File: config.mk
export PLATFORM = sky130hd
export DESIGN_NAME = serial_rx_deframer
export DESIGN_NICKNAME = d
export VERILOG_FILES = /design/src/rtl/serial_rx_deframer.sv
export SDC_FILE = /design/constraint.sdc
export NUM_CORES = 1
export LEC_CHECK = 0
export ABC_CLOCK_PERIOD_IN_PS = 2100
export CORE_ASPECT_RATIO = 1.25
export CORE_MARGIN = 2
export CORE_UTILIZATION = 30
export DETAILED_ROUTE_END_ITERATION = 10
export GPL_ROUTABILITY_DRIVEN = 0
export HOLD_SLACK_MARGIN = 0.05
export PLACE_DENSITY = 0.55
export SLEW_MARGIN = 20
export SYNTH_ARGS = -nofsm -noshare
export SYNTH_HDL_FRONTEND = slang
export SYNTH_SLANG_ARGS = --single-unit
export TNS_END_PERCENT = 1
File: constraint.sdc
create_clock -name clk -period 2.1 [get_ports clk]
set_clock_uncertainty 0.2 [all_clocks]
set_input_delay 0.42 -clock clk [delete_from_list [all_inputs] [get_ports clk]]
set_output_delay 0.42 -clock clk [all_outputs]
set_load 0.1 [all_outputs]
File: src/rtl/serial_rx_deframer.sv
// Serial link receiver: detects a start bit on S_Data, shifts in one
// DATA_WIDTH-bit payload LSB first, and offers it through a valid/ready
// output register. A frame that completes while the output register is
// still occupied and not being consumed is dropped and flagged.
module serial_rx_deframer #(
   parameter int unsigned DATA_WIDTH = 55,
   parameter int unsigned CNT_WIDTH  = 6
) (
   input  logic                  clk,
   input  logic                  rst,
   input  logic                  S_Data,
   output logic [DATA_WIDTH-1:0] RX_Data,
   output logic                  RX_Data_Valid,
   input  logic                  RX_Data_Ready,
   output logic                  RX_Busy,
   output logic                  RX_Overrun
);

   localparam logic [CNT_WIDTH-1:0] LAST_BIT = CNT_WIDTH'(DATA_WIDTH - 1);

   typedef enum logic {
      ST_IDLE,
      ST_DATA
   } state_t;

   state_t                  state_q, state_d;
   logic [CNT_WIDTH-1:0]    cnt_q, cnt_d;
   logic [DATA_WIDTH-1:0]   shift_q, shift_d;
   logic [DATA_WIDTH-1:0]   data_q, data_d;
   logic                    valid_q, valid_d;
   logic                    busy_q, busy_d;
   logic                    overrun_q, overrun_d;
   logic                    complete;
   logic [DATA_WIDTH-1:0]   frame;

   // Next-state, shift path and output-register handshake
   always_comb begin
      state_d   = state_q;
      cnt_d     = cnt_q;
      shift_d   = shift_q;
      data_d    = data_q;
      valid_d   = valid_q;
      busy_d    = busy_q;
      overrun_d = 1'b0;
      complete  = 1'b0;
      // Right-shift in at the MSB: after DATA_WIDTH shifts the first
      // received bit sits in bit 0. On the last bit this is the full payload.
      frame     = {S_Data, shift_q[DATA_WIDTH-1:1]};

      case (state_q)
         ST_IDLE: begin
            if (S_Data) begin
               state_d = ST_DATA;
               cnt_d   = '0;
               busy_d  = 1'b1;
            end
         end
         ST_DATA: begin
            shift_d = frame;
            if (cnt_q == LAST_BIT) begin
               complete = 1'b1;
               state_d  = ST_IDLE;
               cnt_d    = '0;
               busy_d   = 1'b0;
            end else begin
               cnt_d = cnt_q + 1'b1;
            end
         end
         default: state_d = ST_IDLE;
      endcase

      // A completing frame may replace a payload that is consumed on the
      // same edge; otherwise it is discarded so RX_Data stays stable.
      if (complete) begin
         if (!valid_q || RX_Data_Ready) begin
            data_d  = frame;
            valid_d = 1'b1;
         end else begin
            overrun_d = 1'b1;
         end
      end else if (valid_q && RX_Data_Ready) begin
         valid_d = 1'b0;
      end
   end

   // State and datapath registers with synchronous reset
   always_ff @(posedge clk) begin
      if (rst) begin
         state_q   <= ST_IDLE;
         cnt_q     <= '0;
         shift_q   <= '0;
         data_q    <= '0;
         valid_q   <= 1'b0;
         busy_q    <= 1'b0;
         overrun_q <= 1'b0;
      end else begin
         state_q   <= state_d;
         cnt_q     <= cnt_d;
         shift_q   <= shift_d;
         data_q    <= data_d;
         valid_q   <= valid_d;
         busy_q    <= busy_d;
         overrun_q <= overrun_d;
      end
   end

   assign RX_Data       = data_q;
   assign RX_Data_Valid = valid_q;
   assign RX_Busy       = busy_q;
   assign RX_Overrun    = overrun_q;

endmodule

# Yosys cells after proc, flatten, opt, wreduce, memory -nomap -nowiden
# Cells that the tools add are included.
dict set report word_totals {
  inputBits 4
  register_bits 120
  output_inout_bits 58
  word_cells 37
}
dict set report classes {
  n_eq_ne 4
  n_bitwise 2
  muxes 15
  reduce_logical 8
  addsub 1
}
# cell n
set op_table {}
lappend op_table {{$mux W6} 2}
lappend op_table {{$pmux W6 S2} 1}
lappend op_table {{$mux W1} 10}
lappend op_table {{$add A6 B1 Y6 const B} 1}
lappend op_table {{$eq A6 B6 Y1 const B} 1}
lappend op_table {{$reduce_and A2 Y1} 3}
lappend op_table {{$ne A2 B1 Y1 const B} 2}
lappend op_table {{$pmux W1 S2} 2}
lappend op_table {{$ne A2 B2 Y1 const B} 1}
lappend op_table {{$not A1 Y1} 2}
lappend op_table {{$reduce_bool A2 Y1} 1}
lappend op_table {{$reduce_or A2 Y1} 1}
lappend op_table {{$logic_and A1 B1 Y1} 1}
lappend op_table {{$logic_not A1 Y1} 1}
lappend op_table {{$logic_or A1 B1 Y1} 1}

# Depth between registers and ports, before layout
dict set report logic_depth {
  word_depth 5
  ltp_mapped 7
  depth_no_buf 5
}

# Worst setup path before layout
# Ideal clock, no wire load.
dict set report synth_path {
  path_kind {reg-to-reg}
  from {register valid_q (netlist: RX_Data_Valid)}
  to {register data_q[10] (netlist: RX_Data[10])}
  slack_ps 75
  arrival_ps 1704
  setup_time_ps 121
  n_path_buf 2
  synth_period_minus_slack_ps 2025
  stages_incl_launch_ff 6
  cell_sequence {dfxtp_1 nand2b_1 nor3b_2 buf_6 buf_12 mux2i_1}
}
dict set report synth_between {
  elab_chain_len 3
}
# element line
set synth_rtl {}
lappend synth_rtl {{from (decl)} 30} ;# logic valid_q, valid_d;
lappend synth_rtl {{from (signal assigned)} 101} ;# valid_q <= valid_d;
lappend synth_rtl {{$logic_not A1 Y1} 75} ;# if (!valid_q || RX_Data_Ready) begin
lappend synth_rtl {{$logic_or A1 B1 Y1} 75}
lappend synth_rtl {{$reduce_and A2 Y1 (no line)} -}
lappend synth_rtl {{to (signal assigned)} 100} ;# data_q <= data_d;
lappend synth_rtl {{to (decl)} 29} ;# logic [DATA_WIDTH-1:0] data_q, data_d;
# No other way between the ends.
# A chain may end at the register's enable or synchronous reset.

# Worst setup path after layout
dict set report layout_path {
  from {register cnt_q[0]}
  to {register data_q[12] (netlist: RX_Data[12])}
}
dict set report layout_between {
  elab_chain_len 4
}
# element line
set layout_rtl {}
lappend layout_rtl {{from (decl)} 27} ;# logic [CNT_WIDTH-1:0] cnt_q, cnt_d;
lappend layout_rtl {{from (signal assigned)} 98} ;# cnt_q <= cnt_d;
lappend layout_rtl {{$eq A6 B6 Y1} 60} ;# if (cnt_q == LAST_BIT) begin
lappend layout_rtl {{$mux W1} 60}
lappend layout_rtl {{$mux W1} 50} ;# case (state_q)
lappend layout_rtl {{$reduce_and A2 Y1 (no line)} -}
# No other way between the ends.

==> results.yml <==
outcome:
  status: "finished clean"
cells_and_area:
  n_antenna_cell: 0
  layout_commonest_cell: "dfxtp_1"
  regArea_um2: 2386
  mostFrequentLayoutCells: "dfxtp_1, nand2b_1, mux2i_1"
  fin_util: 0.4145
  multi_input_area_um2: 2273
  area_growth_pct: 36.23
  final_nets: 533
  drive_gt1_frac: 0.1944
  final_cell_count_no_fill: 756
  n_fill_cell: 1541
die:
  rows: 52
  die_area_um2: 17340
  core_area_um2: 16070
  start_util: 0.3043
  io_pins: 62
  fp.dieH_um: 146.7
  fp.dieW_um: 118.2
synth:
  synth-xor-area-share: 0
  synthAdderAreaFrac: 0.005118
  synth_area_leaders: "dfxtp_1, mux2i_1, nand2b_1"
  netlist_area_um2: 4890
  synth-compound-area-share: 0.02252
  ys_warn_count: 0
  synth_mux_area_frac: 0.2231
  ys_seq_area_frac: 0.4872
  synth_nets: 478
  synth_cells: 472
  yosys.area.top_type: "dfxtp_1"
  synth-simple-area-share: 0.2129
  ys_ff_latch: 119
  yosysUniqueCellTypes: 29
  synth_top_family_by_area: "multiplexers"
  synth_top_cell_area_share: 0.4872
  avgSynthCellArea_um2: 10.36
critical_path:
  path_class: "flip-flop to flip-flop"
  crit_arrival_ns: 2.06
  crit_path_top_delay_cell: "dfxtp_1"
  cp_cell_sequence: "inv_1, ha_1, nand4b_4, nor3b_4, buf_12, mux2i_1"
  cpPeakStageDelay_ns: 0.34
  critPathMaxFanout: 34
  cp-start-kind: "flip-flop"
  end_kind: "flip-flop"
  required_ns: 2.23
power:
  power.share.clock: 0.534
  leakagePower_uw: 0.002375
  p_sw_frac: 0.2188
  p_seq_frac: 0.429
  switchingPower_uw: 1159
  ir_drop_mv: 0.4679
  total_power_uw: 5299
  powerDensity_nw_per_um2: 795.5
  p_int_uw: 4140
  p_comb_frac: 0.037
drt:
  ant_nets: 0
  drtPass1Iterations: 4
  viasPerCell: 4.267
  drc: 0
  drt_iter0_markers: 123
  routed_wl_mm: 8.635
  wire_per_inst_um: 11.42
  num_vias: 3226
clocking:
  numCtsBuffers: 17
  clk_pin_slew_ns: 0.06
  root_buffer: "clkbuf_16"
  ctsResizeCount: 0
  cts_sinks: 119
  cts-hold-fix-buffers: 0
  cts_tree: "yes"
  insertion_delay_ns: 0.40
  ctsLongestPathBuffers: 2
  postCtsSetupBuffers: 0
  htree_levels: 4
sta:
  slew_violations: 0
  fin_crit_sh: 0.9203
  max_freq_mhz: 517.4
  rsz0062_at_grt: "no"
  min_period_ns: 1.933
  slew-limit-headroom: 0.7229
  hold_violations: 0
  finalSetupViolations: 0
  worstMarginPinSlew_ns: 0.4156
global_route:
  grt_pass1_vias: 3215
  antenna_found_initial: 0
  track_usage: 0.1018
  grt_start_max_net_pins: 69
  grt-ovfl-total: 0
  grt_pass1_wl_mm: 14.62
placement:
  dp.cells: 724
  hpwl_mm: 5.394
  port_buffers: 61
min_path:
  min_path_type: "input pin to flip-flop"
run:
  max_cap_viol_count: 0
==> synthesized netlist by cell type <==
library cell,number
or2_2,1
buf_12,5
nand3_1,3
nor3b_1,1
inv_1,5
o21bai_1,1
nor2_1,56
a21oi_1,5
nand2_1,6
o211ai_1,1
buf_2,7
or3b_2,1
dfxtp_1,119
or3_1,1
nand2b_1,111
mux2i_1,109
clkbuf_1,17
or4b_1,1
and3_2,1
nand4b_4,1
nor2b_1,1
buf_6,1
nor3_1,2
ha_1,2
buf_1,3
nor3b_2,1
a31oi_1,4
o21ai_0,2
o2111ai_1,4
==> cell type report <==
| cell class | count | share of cell area |
|---|---|---|
| well taps | 216 | 0.04057 |
| clock buffers | 18 | 0.06593 |
| multi-input cells | 315 | 0.3413 |
| inverters | 5 | 0.002817 |
| flip-flops and latches | 119 | 0.3582 |
| repair buffers | 69 | 0.1687 |
| clock inverters | 14 | 0.02254 |
==> path summary, 6_finish.rpt <==
check / from / end / slack (ns) / cells after the start
min reg2reg: RX_Data[44] / RX_Data[44] / 0.27 / 2
min: rst / shift_q[9] / 0.20 / 2
max: cnt_q[0] / RX_Data[12] / 0.17 / 6
max reg2reg: cnt_q[0] / RX_Data[12] / 0.17 / 6
==> kinds of logic (layout without fill, tap and decap cells) <==
logic type / Yosys count / after routing
DFF: 119 / 119
adders and majority gates: 2 / 2
muxes: 109 / 109
and+or+nand+nor: 187 / 187
buffers and inverters: 38 / 106
AOI/OAI and AO/OA: 17 / 17
==> registers in the layout, indices dropped and copies added (netlist names) <==
signal and flops:
cnt_q 6, RX_Data 55, RX_Overrun 1, shift_q 54, RX_Data_Valid 1, RX_Busy 1, state_q 1
==> critical path, delay by kind of cell (launching register included) <==
family / cells / cell delay, ns
muxes: 1 / 0.23
buffers and inverters: 2 / 0.38
and+or+nand+nor: 2 / 0.46
adders and majority gates: 1 / 0.21
DFF: 1 / 0.34
==> stage by stage <==
stage | hold slack [ns] | TNS, ns | setup slack (ns) | instance area [µm²]
2_1_floorplan | 0.2512 | 0 | 0.07518 | 4890
3_3_place_gp | 0.2644 | 0 | 0.02442 | 6072
3_5_place_dp | 0.2615 | -0.1161 | -0.02340 | 6072
4_1_cts | 0.1830 | 0 | 0.1695 | 6661
5_1_grt | 0.2083 | 0 | 0.08222 | 6661
6_report | 0.1976 | 0 | 0.1674 | 6661
==> power by group through the flow <==
stage	sequential, µW	combinational, µW	clock [µW]
floorplan	2330	141	0
global placement	2320	195	0
detailed placement	2320	197	0
CTS	2270	197	2930
global route	2270	209	3020
finish	2270	195	2830
==> metal layers <==
metal  global-route usage  routed length (µm)
met5                    0                   0
met2               0.1673                3986
met4              0.03675                  87
met1               0.1230                4205
met3              0.03533                 355
No activity file was read; power rests on OpenSTA's default activity.
==> variant 1, RTL diff (same settings) <==
The parameter `DATA_WIDTH` goes from 55 to 51.
--- a/src/rtl/serial_rx_deframer.sv
+++ b/src/rtl/serial_rx_deframer.sv
@@ -5,3 +5,3 @@
 module serial_rx_deframer #(
-   parameter int unsigned DATA_WIDTH = 55,
+   parameter int unsigned DATA_WIDTH = 51,
    parameter int unsigned CNT_WIDTH  = 6
Ports: changed (resized RX_Data); port bits go from 62 to 58. The function was not compared with the original's and may differ.
==> variant 1 against the unedited design <==
Core utilization down 1.2 points. First-iteration DRC count fell by 4.9%. Cell area decreased by 9.5%. Sequential cell count is 8 lower. Combinational power shrank 9.7%. Critical endpoint is now RX_Data[5]. Via count shrank 8.2%. Maximum frequency grew 3.0%. Worst setup slack improved by 0.057 ns. Largest cell class unchanged. Routed wire length down 6.6%. Sequential share of layout area is 1.1 points higher. Area after synthesis shrank 6.7%. Total power is 24% lower.
==> variant 1: results (changes against the unedited design) <==
| Metric | Value |
|---|---|
| Share of the synthesized area in compound gates (AO/OA/AOI/OAI) | 2.33% (+0.079 points) |
| Routed length on met1 | 3880 um (-7.7%) |
| 1st-iter DRT viols | 117 (-4.9%) |
| Sequential cell area fraction in the yosys report | 48.7% (about the same) |
| First-pass GRT wire length | 13600 um (-6.8%) |
| Total routing resource utilization after global routing | 10.4% (+0.24 points) |
| Metal3 WL | 279 um (-21%) |
| Multiplexer area fraction after synthesis | 22.2% (-0.16 points) |
| Status | completed |
| Largest register FFs | 51 (-7.3%) |
| HPWL after DPL | 5230 um (-3.0%) |
| Clock insertion delay at the later pin of the skew report | 0.34 ns (-0.06 ns) |
| Commonest cells post-synth | 111 x dfxtp_1, 103 x nand2b_1, 101 x mux2i_1 |
| Synth top area cells | dfxtp_1 49%, mux2i_1 22%, nand2b_1 14% |
| Number of clock buffers inserted by TritonCTS | 9 (-8) |
| Leakage power figure | 2.08 nW (-12%) |
| Hold Startpoint | RX_Data[18] |
| Relative slew slack | 64.0% (-8.3 points) |
| Number of H-tree branching levels | 3 (-1) |
| Net count after synthesis | 445 (-6.9%) |
| Via-to-Cell Ratio | 4.43 (+3.8%) |
| Largest net degree at the start of global routing | 108 (+57%) |
| Crit path max fanout | 26 (-24%) |
| Worst-case vdd ir drop | 0.000374 V (-20%) |
| DR WL/cell | 12.1 um (+5.5%) |
| Parity-gate share of the synthesized area counting xor and xnor cells | 0.192% (+0.19 points) |
| Number of buffer cells added on primary ports | 57 (-6.6%) |
-- variant 1: cell types whose count changed after synthesis, sizes merged, moves of 2 or more --
cell | before | now
dfxtp | 119 | 111
mux2i | 109 | 101
nand2b | 111 | 103
clkbuf | 17 | 11
buf | 16 | 21
nor2 | 56 | 51
a31oi | 4 | 2
-- variant 1: power breakdown --
group / internal (mW) / total [mW] / leakage (nW) / switching (mW)
combinational: 0.0815 / 0.176 / 1.04 / 0.0945
clock: 0.962 / 1.74 / 0.145 / 0.775
sequential: 2.11 / 2.12 / 0.895 / 0.0114
-- variant 1: cells by family (layout without fill, tap and decap cells) --
kind of cell,count (synthesis),count (layout)
AOI/OAI and AO/OA,17,17
xor gates and xnor gates,1,1
adders and majority gates,2,2
buffers and inverters,36,84
DFF,111,111
muxes,101,101
and+or+nand+nor,171,171
-- variant 1: cell type report --
cell class | count | area, um2
fill | 1435 | 8930
inverter | 4 | 15.0
clock buffer | 10 | 239
multi-input combinational | 292 | 2100
tap | 182 | 228
clock inverter | 6 | 67.6
timing repair buffer | 64 | 1150
sequential | 111 | 2230
-- variant 1: routing by layer --
metal	up-vias	track usage, %
li1	1542	-
met1	1368	14.1
met2	41	16.0
met3	11	2.48
met4	0	4.24
met5	-	0
-- variant 1: critical path, cell delays in order (launching register included) --
cell and delay (ns):
dfxtp_1 0.34, inv_1 0.08, ha_1 0.14, nand4bb_1 0.20, nor3b_4 0.35, buf_12 0.25, mux2i_1 0.21
-- variant 1: metrics by stage --
step	instances	cell area [um2]	setup TNS (ns)	setup slack [ns]
detailed placement	653	5720	-0.0367	-0.0255
floorplan	439	4560	0	0.0967
finish	669	6030	0	0.225
global route	669	6030	0	0.0742
global placement	653	5720	0	0.0238
CTS	669	6030	0	0.173
-- variant 1: final timing paths --
| path | end | slack (ns) | cells after the start |
|---|---|---|---|
| worst max-delay path | RX_Data[5] | 0.22 | 6 |
| worst min register to register | RX_Data[18] | 0.28 | 2 |
| worst max register to register | RX_Data[5] | 0.22 | 6 |
| worst min-delay path | RX_Data[18] | 0.28 | 2 |
==> variant 2, RTL diff (same settings) <==
Made on the original files. Register the output `RX_Overrun` once more, with the module's reset; this adds one clock of latency there. The other outputs are not delayed to match.
--- a/src/rtl/serial_rx_deframer.sv
+++ b/src/rtl/serial_rx_deframer.sv
@@ -109,3 +109,9 @@
    assign RX_Busy       = busy_q;
-   assign RX_Overrun    = overrun_q;
+   always_ff @(posedge clk) begin
+      if (rst) begin
+         RX_Overrun <= '0;
+      end else begin
+         RX_Overrun <= overrun_q;
+      end
+   end
 
Behaviour: same outputs for any inputs over 10 cycles, from zero or initial values and one cycle with rst high; that may be too few to reach the edited logic, so the function may still have changed.
==> variant 2 against the unedited design <==
Routed wire length rose by 6.7%. Total power rose by 2.9%. Worst hold slack improved by 0.017 ns. Worst setup slack improved by 0.069 ns. Clock power rose by 5%. Core utilization rose by 0.50 points. Area after synthesis rose by 0.54%. Cell area rose by 1.6%. Sequential cell count rose by 1. First-iteration DRC count rose by 50%. Count of clock-buffer cells in the layout rose by 4. Critical path type unchanged.
==> variant 2: results (changes against the unedited design) <==
| Metric | Value |
|---|---|
| Crit path max fanout | 20 (-41%) |
| Fraction of synthesis flops using an asynchronous set or reset pin | 0% (unchanged) |
| Slew @ Worst Pin | 0.492 ns (+0.0764 ns) |
| Via-to-Cell Ratio | 4.35 (+1.9%) |
| Fraction of layout instances using a drive strength above 1 | 20.0% (+0.52 points) |
| Buffer depth of the longest clock path | 2 (unchanged) |
| Status | completed |
| Largest register FFs | 55 (unchanged) |
| # nets final | 541 (+1.5%) |
| Worst-case vdd ir drop | 0.000481 V (+2.9%) |
| Setup repair bufs after CTS | 0 (unchanged) |
| 1st-pass router iterations | 4 (unchanged) |
| Power spent charging and discharging nets | 1.07 mW (-7.4%) |
| Net count after synthesis | 480 (+0.42%) |
| Clock insertion delay at the later pin of the skew report | 0.40 ns (about the same) |
| Clock transition time at the flip-flop clock pins of the worst setup and hold paths | 0.06 ns (about the same) |
| Number of H-tree branching levels | 4 (unchanged) |
| DR WL/cell | 12.1 um (+5.9%) |
| Min-Delay Path Class | input pin to register |
| Yosys warnings | 0 (unchanged) |
| Vias in the first global route | 3305 (+2.8%) |
| PostCTS Resize Cnt | 0 (unchanged) |
| Final antenna diode count | 0 (unchanged) |
| Final global-route overflow total | 0 (unchanged) |
| First-pass GRT wire length | 15800 um (+8.0%) |
| Number of standard cells in the layout, taps in and fillers out | 762 (+0.79%) |
| CP peak stage delay | 0.34 ns (about the same) |
| Number of buffer cells added on primary ports | 61 (unchanged) |
| Placed Cells incl. Taps | 732 (+1.1%) |
| Flop pwr share | 42.1% (-0.8 points) |
| Antenna violations before repair | 0 (unchanged) |
| Power of the combinational group | 0.189 mW (-3%) |
| Synth top area cells | dfxtp_1 49%, mux2i_1 22%, nand2b_1 14% |
| Slowest cell on the critical path | dfxtp_1 |
| Avg Synthesized Cell Area | 10.4 um2 (+0.11%) |
| Post-Place Setup Slack | -0.00296 ns (+0.0204 ns) |
| CTS root buffer | clkbuf_16 |
| Total routing resource utilization after global routing | 11.1% (+0.93 points) |
| Power of the sequential group | 2.30 mW |
| HPWL after DPL | 6090 um (+13%) |
| Number of clock buffers inserted by TritonCTS | 17 (unchanged) |
| Placed cell area | 6160 um2 (+1.4%) |
| Largest net degree at the start of global routing | 52 (-25%) |
| Sequential cell area fraction in the yosys report | 48.9% (+0.15 points) |
| Post-synthesis cell type count | 29 (unchanged) |
| Data arrival, critical path | 1.98 ns (-0.08 ns) |
| Commonest cells post-synth | 120 x dfxtp_1, 111 x nand2b_1, 109 x mux2i_1 |
| 1st-iter DRT viols | 185 (+50%) |
| Leakage power figure | 2.44 nW (+2.8%) |
==> variant 2: cell types whose count changed after synthesis, sizes merged <==
cell	delta
dfxtp	+1
buf	-2
nor2b	+1
clkbuf	+2
==> variant 2: kinds of logic after synthesis <==
kind of cell,count (synthesis),synth area share [%]
flops,120,48.9
simple gates,188,21.3
mux,109,22.2
fa+ha+maj,2,0.509
buf+inv,38,4.89
compound gates,17,2.24
==> variant 2: final cells by class <==
type | instances | area [um2]
flip-flops and latches | 120 | 2410
repair buffers | 75 | 1180
fillers | 1554 | 9370
inverters | 5 | 18.8
clock buffers | 22 | 494
well taps | 216 | 270
clock inverters | 8 | 119
multi-input cells | 316 | 2280
==> variant 2: critical path: cells and delay by family, from the launching register on <==
family	cells	cell delay, ns
adder cells (fa/ha/maj)	1	0.20
buffers and inverters	3	0.42
flip-flops	1	0.34
multiplexers	1	0.21
AND/OR/NAND/NOR	2	0.39
==> variant 2: final timing paths <==
| check | start | to | slack [ns] | cells after the start |
|---|---|---|---|---|
| hold reg to reg | overrun_q | RX_Overrun | 0.24 | 1 |
| setup / recovery | cnt_q[0] | RX_Data[20] | 0.24 | 7 |
| hold / removal | rst | shift_q[15] | 0.21 | 2 |
| setup reg to reg | cnt_q[0] | RX_Data[20] | 0.24 | 7 |
==> variant 2: routing by layer <==
| layer | wire length [um] | vias to the layer above | part of all wire (%) | GRT usage, % |
|---|---|---|---|---|
| li1 | - | 1684 | - | - |
| met2 | 4310 | 57 | 47 | 17.5 |
| met3 | 379 | 10 | 4.1 | 3.84 |
| met5 | 0 | - | 0 | 0 |
| met1 | 4380 | 1563 | 48 | 14.1 |
| met4 | 140 | 0 | 1.5 | 4.05 |
